[config.mk]
export PLATFORM = sky130hd
export DESIGN_NAME = riscv_biu_arbiter
export DESIGN_NICKNAME = d
export VERILOG_FILES = /design/src/rtl/riscv_biu_arbiter.sv
export SDC_FILE = /design/constraint.sdc
export NUM_CORES = 1
export LEC_CHECK = 0
export BUFFER_PORTS_ARGS = -buffer_cell sky130_fd_sc_hd__buf_2
export CORE_AREA = 3 3 320 322
export DETAILED_ROUTE_END_ITERATION = 7
export DIE_AREA = 0 0 323 325
export GPL_ROUTABILITY_DRIVEN = 0
export PLACE_DENSITY = 0.3
export SYNTH_ARGS = -nofsm -noshare
export SYNTH_HDL_FRONTEND = slang
export SYNTH_SLANG_ARGS = --single-unit
[constraint.sdc]
create_clock -name HCLK -period 3.25 [get_ports HCLK]
set_input_delay 0.325 -clock HCLK [delete_from_list [all_inputs] [get_ports HCLK]]
set_output_delay 0.325 -clock HCLK [all_outputs]
set_load 0.1 [all_outputs]
[src/rtl/riscv_biu_arbiter.sv]
// ---------------------------------------------------------------------------
// riscv_biu_arbiter
//   Two-master (instruction fetch "if", data "dc") to one-slave arbiter on the
//   core-side BIU bus. One burst is granted at a time. The owner keeps the bus
//   until every beat is acknowledged or an error ends the burst, so ack, read
//   data and error always return to the master that issued the burst.
//
//   Optional feature macro: BIU_ARB_RR_EN
//     undefined : fixed priority, dc over if
//     defined   : round-robin between the two masters when both strobe
//   A locked burst always re-grants its owner next (if it strobes) in both
//   builds.
//
// Ports
//   HCLK, HRESET              clock, asynchronous active-high reset
//   if_biu_* / dc_biu_*       master-side BIU ports (stb, adri, size, type,
//                             prot, lock, we, d in; stb_ack, d_ack, adro, q,
//                             ack, err out)
//   biu_*                     slave-side BIU port towards the AXI4 bridge
// ---------------------------------------------------------------------------
module riscv_biu_arbiter #(
  parameter int XLEN = 64,
  parameter int PLEN = 64
) (
  input  logic            HCLK,
  input  logic            HRESET,

  // instruction-fetch master
  input  logic            if_biu_stb_i,
  output logic            if_biu_stb_ack_o,
  output logic            if_biu_d_ack_o,
  input  logic [PLEN-1:0] if_biu_adri_i,
  output logic [PLEN-1:0] if_biu_adro_o,
  input  logic [2:0]      if_biu_size_i,
  input  logic [2:0]      if_biu_type_i,
  input  logic [2:0]      if_biu_prot_i,
  input  logic            if_biu_lock_i,
  input  logic            if_biu_we_i,
  input  logic [XLEN-1:0] if_biu_d_i,
  output logic [XLEN-1:0] if_biu_q_o,
  output logic            if_biu_ack_o,
  output logic            if_biu_err_o,

  // data master
  input  logic            dc_biu_stb_i,
  output logic            dc_biu_stb_ack_o,
  output logic            dc_biu_d_ack_o,
  input  logic [PLEN-1:0] dc_biu_adri_i,
  output logic [PLEN-1:0] dc_biu_adro_o,
  input  logic [2:0]      dc_biu_size_i,
  input  logic [2:0]      dc_biu_type_i,
  input  logic [2:0]      dc_biu_prot_i,
  input  logic            dc_biu_lock_i,
  input  logic            dc_biu_we_i,
  input  logic [XLEN-1:0] dc_biu_d_i,
  output logic [XLEN-1:0] dc_biu_q_o,
  output logic            dc_biu_ack_o,
  output logic            dc_biu_err_o,

  // bridge-side slave port
  output logic            biu_stb_o,
  input  logic            biu_stb_ack_i,
  input  logic            biu_d_ack_i,
  output logic [PLEN-1:0] biu_adri_o,
  input  logic [PLEN-1:0] biu_adro_i,
  output logic [2:0]      biu_size_o,
  output logic [2:0]      biu_type_o,
  output logic [2:0]      biu_prot_o,
  output logic            biu_lock_o,
  output logic            biu_we_o,
  output logic [XLEN-1:0] biu_d_o,
  input  logic [XLEN-1:0] biu_q_i,
  input  logic            biu_ack_i,
  input  logic            biu_err_i
);

  // Burst type encodings of the BIU package
  localparam logic [2:0] SINGLE = 3'b000;
  localparam logic [2:0] INCR   = 3'b001;
  localparam logic [2:0] WRAP4  = 3'b010;
  localparam logic [2:0] INCR4  = 3'b011;
  localparam logic [2:0] WRAP8  = 3'b100;
  localparam logic [2:0] INCR8  = 3'b101;
  localparam logic [2:0] WRAP16 = 3'b110;
  localparam logic [2:0] INCR16 = 3'b111;

  typedef enum logic [1:0] {
    IDLE    = 2'd0,
    BUSY_IF = 2'd1,
    BUSY_DC = 2'd2
  } state_t;

  state_t      r_state;
  logic        r_owner_if;   // 1: if owns (or last owned) the bus, 0: dc
  logic [4:0]  r_beat_cnt;
  logic        r_lock_hold;  // last burst ended locked
  logic        r_lock_if;    // owner of that locked burst
`ifdef BIU_ARB_RR_EN
  logic        r_rr_last_if; // last grant went to if
`endif

  logic        w_idle;
  logic        w_sel_if;
  logic        w_mux_if;
  logic        w_sel_stb;
  logic        w_grant;
  logic        w_owner_lock;
  logic        w_busy_if;
  logic        w_busy_dc;

  function automatic logic [4:0] burst_len(input logic [2:0] btype);
    case (btype)
      SINGLE, INCR:   burst_len = 5'd1;
      WRAP4,  INCR4:  burst_len = 5'd4;
      WRAP8,  INCR8:  burst_len = 5'd8;
      WRAP16, INCR16: burst_len = 5'd16;
      default:        burst_len = 5'd1;
    endcase
  endfunction

  assign w_idle = (r_state == IDLE);

  // Grant selection while idle. A pending lock re-grants its owner first;
  // otherwise dc wins (or round-robin decides when both strobe).
  always_comb begin
    w_sel_if = 1'b0;
    if (r_lock_hold && r_lock_if && if_biu_stb_i) begin
      w_sel_if = 1'b1;
    end else if (r_lock_hold && !r_lock_if && dc_biu_stb_i) begin
      w_sel_if = 1'b0;
`ifdef BIU_ARB_RR_EN
    end else if (dc_biu_stb_i && if_biu_stb_i) begin
      w_sel_if = ~r_rr_last_if;
`endif
    end else if (!dc_biu_stb_i && if_biu_stb_i) begin
      w_sel_if = 1'b1;
    end
  end

  // Request fields follow the selected master while idle and the owner while
  // busy, so write data of later beats keeps flowing from the owner.
  assign w_mux_if   = w_idle ? w_sel_if : r_owner_if;

  assign biu_adri_o = w_mux_if ? if_biu_adri_i : dc_biu_adri_i;
  assign biu_size_o = w_mux_if ? if_biu_size_i : dc_biu_size_i;
  assign biu_type_o = w_mux_if ? if_biu_type_i : dc_biu_type_i;
  assign biu_prot_o = w_mux_if ? if_biu_prot_i : dc_biu_prot_i;
  assign biu_lock_o = w_mux_if ? if_biu_lock_i : dc_biu_lock_i;
  assign biu_we_o   = w_mux_if ? if_biu_we_i   : dc_biu_we_i;
  assign biu_d_o    = w_mux_if ? if_biu_d_i    : dc_biu_d_i;

  // Strobe is suppressed during reset even though the select is combinational
  assign w_sel_stb  = w_sel_if ? if_biu_stb_i : dc_biu_stb_i;
  assign biu_stb_o  = w_idle & w_sel_stb & ~HRESET;
  assign w_grant    = biu_stb_o & biu_stb_ack_i;

  assign if_biu_stb_ack_o = w_grant &  w_sel_if;
  assign dc_biu_stb_ack_o = w_grant & ~w_sel_if;

  // Responses reach only the owner and only while a burst is in flight
  assign w_busy_if = (r_state == BUSY_IF);
  assign w_busy_dc = (r_state == BUSY_DC);

  assign if_biu_ack_o   = w_busy_if & biu_ack_i;
  assign dc_biu_ack_o   = w_busy_dc & biu_ack_i;
  assign if_biu_d_ack_o = w_busy_if & biu_d_ack_i;
  assign dc_biu_d_ack_o = w_busy_dc & biu_d_ack_i;
  assign if_biu_err_o   = w_busy_if & biu_err_i;
  assign dc_biu_err_o   = w_busy_dc & biu_err_i;

  assign if_biu_adro_o  =  r_owner_if ? biu_adro_i : '0;
  assign dc_biu_adro_o  = !r_owner_if ? biu_adro_i : '0;

  // Read data is qualified by ack at the master, so it fans out unmuxed
  assign if_biu_q_o     = biu_q_i;
  assign dc_biu_q_o     = biu_q_i;

  assign w_owner_lock   = r_owner_if ? if_biu_lock_i : dc_biu_lock_i;

  always_ff @(posedge HCLK or posedge HRESET) begin
    if (HRESET) begin
      r_state      <= IDLE;
      r_owner_if   <= 1'b0;
      r_beat_cnt   <= 5'd0;
      r_lock_hold  <= 1'b0;
      r_lock_if    <= 1'b0;
`ifdef BIU_ARB_RR_EN
      r_rr_last_if <= 1'b1;
`endif
    end else begin
      case (r_state)
        IDLE: begin
          if (w_grant) begin
            r_state     <= w_sel_if ? BUSY_IF : BUSY_DC;
            r_owner_if  <= w_sel_if;
            r_beat_cnt  <= burst_len(biu_type_o);
            r_lock_hold <= 1'b0;
`ifdef BIU_ARB_RR_EN
            r_rr_last_if <= w_sel_if;
`endif
          end
        end
        BUSY_IF, BUSY_DC: begin
          // An error aborts the burst; remaining beats are dropped
          if (biu_err_i) begin
            r_state     <= IDLE;
            r_beat_cnt  <= 5'd0;
            r_lock_hold <= w_owner_lock;
            r_lock_if   <= r_owner_if;
          end else if (biu_ack_i) begin
            r_beat_cnt <= r_beat_cnt - 5'd1;
            if (r_beat_cnt == 5'd1) begin
              r_state     <= IDLE;
              r_lock_hold <= w_owner_lock;
              r_lock_if   <= r_owner_if;
            end
          end
        end
        default: r_state <= IDLE;
      endcase
    end
  end

endmodule

After elaboration in Yosys (flattened, before gate mapping)
Memories as Yosys holds them, arrays and structs flattened.
Index checks and enable logic that the tools add are counted.
{"block": "op_classes", "add_sub_neg": 1, "eq_ne": 6, "n_mux": 33, "n_bitwise": 13, "n_reduce_logical": 17}
{"cell": "$mux 64", "count": 4}
{"cell": "$mux 1", "count": 15}
{"cell": "$mux 5", "count": 3}
{"cell": "$and 1x1->1", "count": 11}
{"cell": "$mux 2", "count": 5}
{"cell": "$pmux 5 s2", "count": 1}
{"cell": "$mux 3", "count": 3}
{"cell": "$reduce_and 3->1", "count": 3}
{"cell": "$ne 3x3->1 const B", "count": 2}
{"cell": "$reduce_bool 2->1", "count": 3}
{"cell": "$eq 5x1->1 const B", "count": 1}
{"cell": "$logic_and 1x1->1", "count": 5}
{"cell": "$sub 5x1->5 const B", "count": 1}
{"cell": "$pmux 2 s2", "count": 1}
{"cell": "$reduce_and 4->1", "count": 1}
{"cell": "$eq 2x1->1 const B", "count": 1}
{"cell": "$eq 2x2->1 const B", "count": 1}
{"cell": "$logic_not 1->1", "count": 2}
{"cell": "$logic_not 2->1", "count": 1}
{"cell": "$ne 2x1->1 const B", "count": 1}
{"cell": "$not 1->1", "count": 2}
{"cell": "$pmux 1 s2", "count": 1}
{"cell": "$reduce_and 2->1", "count": 1}
{"cell": "$reduce_or 2->1", "count": 1}
{"block": "totals", "regBits": 10, "romBits": 32, "inputBits": 414, "memories": 1}
{"name": "(name not given)", "words": 8, "word_bits": 4, "read_ports": 1, "rd_ports_with_merged_regs": 0, "wr": 0, "line": "112", "source": "case (btype)"}

Longest topological paths before layout
{"block": "logic_depth", "depth_word": 11, "depth_mapped": 8, "ltp_nobuf": 6}

Worst setup path after synthesis
No wires, ideal clock.
{"block": "synth_path", "kind": "register to output", "startpoint": "register r_state[1]", "endpoint": "output dc_biu_stb_ack_o", "arrival_time_ns": 2.555, "t_required_ns": 2.925, "setup_slack_ns": 0.370, "path_stages_with_launch": 6, "path_cell_list": "dfrtp_1 -> inv_1 -> ha_1 -> buf_2 -> nand3_1 -> a21oi_1"}
{"block": "synth_via", "elab_chain_cells": 5}
{"item": "from (decl)", "line": "93", "source": "state_t r_state;"}
{"item": "from (signal assigned)", "line": "194", "source": "r_state <= w_sel_if ? BUSY_IF : BUSY_DC;"}
{"item": "$logic_not 2->1", "line": "121", "source": "assign w_idle = (r_state == IDLE);"}
{"item": "$and 1x1->1 (2 in a row)", "line": "154", "source": "assign biu_stb_o = w_idle & w_sel_stb & ~HRESET;"}
{"item": "$and 1x1->1", "line": "155", "source": "assign w_grant = biu_stb_o & biu_stb_ack_i;"}
{"item": "$and 1x1->1", "line": "158", "source": "assign dc_biu_stb_ack_o = w_grant & ~w_sel_if;"}
{"item": "to (decl)", "line": "46", "source": "output logic dc_biu_stb_ack_o,"}
No other way between the ends.

Worst setup path in the final report
{"block": "layout_path", "startpoint": "register r_state[0]", "endpoint": "output biu_d_o[50]"}
{"block": "layout_via", "elab_chain_cells": 3}
{"item": "$logic_not 2->1", "line": "121"}
{"item": "$mux 1", "line": "142", "source": "assign w_mux_if = w_idle ? w_sel_if : r_owner_if;"}
{"item": "$mux 64", "line": "150", "source": "assign biu_d_o = w_mux_if ? if_biu_d_i : dc_biu_d_i;"}
{"item": "to (decl)", "line": "71", "source": "output logic [XLEN-1:0] biu_d_o,"}
No other way between the ends.

==> flow_metrics.env <==
export IMPL_p_total_w=0.00956
export IMPL_slew_headroom_pct=52.2
export IMPL_synth_ff_latch_count=10
export IMPL_fin_ws_ns=0.403
export IMPL_grt_pass1_wl_um=47800
export IMPL_wire_per_inst_um=16.3
export IMPL_grt_max_degree=133
export IMPL_p_per_area_nw_per_um2=1150
export IMPL_core_um2=99900
export IMPL_cts_sinks=10
export IMPL_ys_async_sr_fraction_pct=100
export IMPL_path_class="reg2out"
export IMPL_critical_path_top_delay_family="buffers and inverters"
export IMPL_area_growth_pct=91.6
export IMPL_p_leak_nw=3.96
export IMPL_synth_area_um2=4340
export IMPL_worst_setup_path_start_kind="flop"
export IMPL_fp_dieH_um=325
export IMPL_pre_cts_ws_ns=0.646
export IMPL_core_rowCount=116
export IMPL_drt_total_wl_um=37700
export IMPL_synth_mux_area_share_pct=37.5
export IMPL_grtUsageMet3_pct=1.64
export IMPL_syn_area_per_cell_um2=8.24
export IMPL_fill_cells=11762
export IMPL_drv_slew=0
export IMPL_grt_use_met1_pct=8.60
export IMPL_grt_pass1_vias=5914
export IMPL_h_tree_depth=1
export IMPL_post_route_period_util_pct=87.6
export IMPL_io_buffer_count=625
export IMPL_yosysSeqAreaShare_pct=5.77
export IMPL_postCtsHoldBufs=0
export IMPL_min_period_ns=2.85
export IMPL_synthesis_nets=946
export IMPL_maxCapViolCount=0
export IMPL_cp_slowest_cell="mux2_2"
export IMPL_ys_flop_type="dfrtp_1"
export IMPL_first_pass_iters=4
export IMPL_clkSlewWorstSetupHoldPaths_ns=0.04
export IMPL_cp_arrival_ns=2.52
export IMPL_rsz0062_at_grt="false"
export IMPL_die_area_um2=105000
export IMPL_hold_class="in2async"
export IMPL_worst_pin_slew_ns=0.715
export IMPL_synth_cell_type_count=38
export IMPL_synthAdderAreaFrac_pct=1.44
export IMPL_path_cells="inv_1, ha_1, mux2i_1, a31oi_4, buf_12, buf_4, mux2_2, buf_2"
export IMPL_status="finished, final reports clean"
export IMPL_final_core_util_pct=8.33
export IMPL_grt_total_usage_pct=6.56
export IMPL_ir_drop_mv=0.451
export IMPL_synth_top_family_by_area="multiplexers"
export IMPL_required_ns=2.92
export IMPL_cp_max_fo=22
export IMPL_drcViolationCount=0
export IMPL_cts_root_buf="clkbuf_16"
export IMPL_dp_hpwl_um=34800
export IMPL_ant_nets=0
export IMPL_use_met2_pct=10.8
export IMPL_synth_enable_flop_cells=0
export IMPL_postCtsSetupBuffers=0
export IMPL_synth_xor_area_share_pct=0
export IMPL_fmax_mhz=351
export IMPL_tns_ns=0
export IMPL_cts_tree="done"
export IMPL_syn_inst=527
export IMPL_start_util_pct=4.35
export IMPL_clock_path_buffers=2
export IMPL_ioPinCount=818
export IMPL_gr_total_overflow=0
export IMPL_dieWidth_um=323
export IMPL_setup_viol=0
export IMPL_ys_warn_count=0
export IMPL_post_cts_resized=0
export IMPL_insertion_delay_ns=0.24
export IMPL_synth_compound_area_share_pct=5.39
export IMPL_numCtsBuffers=3
export IMPL_worst_hold_slack_ns=0.105
export IMPL_end_kind="primary output"
export IMPL_via_per_inst=2.44
export IMPL_multi_input_area_um2=2950
export IMPL_cpPeakStageDelay_ns=0.37
export IMPL_route_vias_total=5666
export IMPL_ff_latch_area_um2=254
export IMPL_final_hold_viol_count=0
export IMPL_drt_iter0_drc=147
export IMPL_antenna_found_initial=31
export IMPL_gr_max_usage_layer="met2"
export IMPL_post_route_cells_drive_above_1_share_pct=78.6
export IMPL_crit_buf_inv=4
export IMPL_clock_skew_ns=0.00196
export IMPL_yosys_area_share_simple_pct=23.3
export IMPL_fin_nets=1431
## final cells by class
| type | instances | area share (%) |
|---|---|---|
| inverters | 6 | 0.271 |
| well taps | 1298 | 19.5 |
| clock buffers | 4 | 1.07 |
| repair buffers | 640 | 40.3 |
| flip-flops and latches | 10 | 3.05 |
| multi-input cells | 351 | 35.4 |
| diodes | 10 | 0.301 |
## worst paths after layout
check                        startpoint          end  slack [ns]  depth (start not counted)
setup / recovery             r_state[0]  biu_d_o[50]        0.40                          8
hold / removal                   HRESET   r_state[1]        0.11                          2
setup reg to reg             r_state[1]   r_state[1]        1.12                          7
hold reg to reg              r_state[1]   r_state[1]        0.53                          2
max in group asynchronous        HRESET   r_owner_if        2.79                          2
min in group HCLK          if_biu_stb_i   r_state[0]        0.47                          3
## synth_stat cells (all sizes together) (2+ instances only)
| library cell | number | area [um2] |
|---|---|---|
| a21bo | 2 | 20.0 |
| mux2i | 3 | 30.0 |
| o211ai | 2 | 15.0 |
| nand3 | 3 | 15.0 |
| buf | 145 | 1070 |
| inv | 6 | 22.5 |
| o21ai | 5 | 25.0 |
| mux2 | 142 | 1600 |
| dfrtp | 10 | 250 |
| nand2 | 8 | 30.0 |
| nor2b | 69 | 432 |
| ha | 5 | 62.6 |
| clkbuf | 15 | 56.3 |
| o31ai | 4 | 30.0 |
| and2 | 71 | 444 |
| or2 | 3 | 18.8 |
| a21oi | 5 | 25.0 |
| a311oi | 2 | 17.5 |
| nor2 | 7 | 26.3 |
| nor3 | 4 | 20.0 |
## power by group
part	switching [W]	internal, W
logic	0.00743	0.00164
registers	0.0000521	0.000181
clock network	0.0000630	0.000186
total	0.00754	0.00201
## kinds of logic (layout without fill, tap and decap cells)
logic type / Yosys count / in the layout
fa+ha+maj: 5 / 5
compound gates: 32 / 32
flops: 10 / 10
other cells: 0 / 10
simple gates: 169 / 169
buf+inv: 166 / 650
mux: 145 / 145
## registers in the layout (all words and copies together), names as in the netlist
register	count
r_owner_if	1
r_beat_cnt	5
r_state	2
r_lock_hold	1
r_lock_if	1
## per-layer routing
metal	vias up	routed length, um
met3	35	3590
met1	2507	16500
met2	498	16900
li1	2622	-
met5	-	23
met4	4	599
## per-stage QoR
stage | instance area (um2) | instances
after floorplan | 4340 | 527
after global placement | 8200 | 2305
after detailed placement | 8200 | 2305
after CTS | 8290 | 2309
after global routing | 8310 | 2316
final | 8320 | 2319
## layout by cell type (no fill, tap or decap), drive strengths merged, types with 5 or more instances in the layout
cell,count
nand2,8
mux2,142
diode,10
inv,6
dfrtp,10
a21oi,5
nor2b,69
and2,71
nor2,7
buf,640
ha,5
o21ai,5
Note: power is estimated with default switching activity, not from simulation.
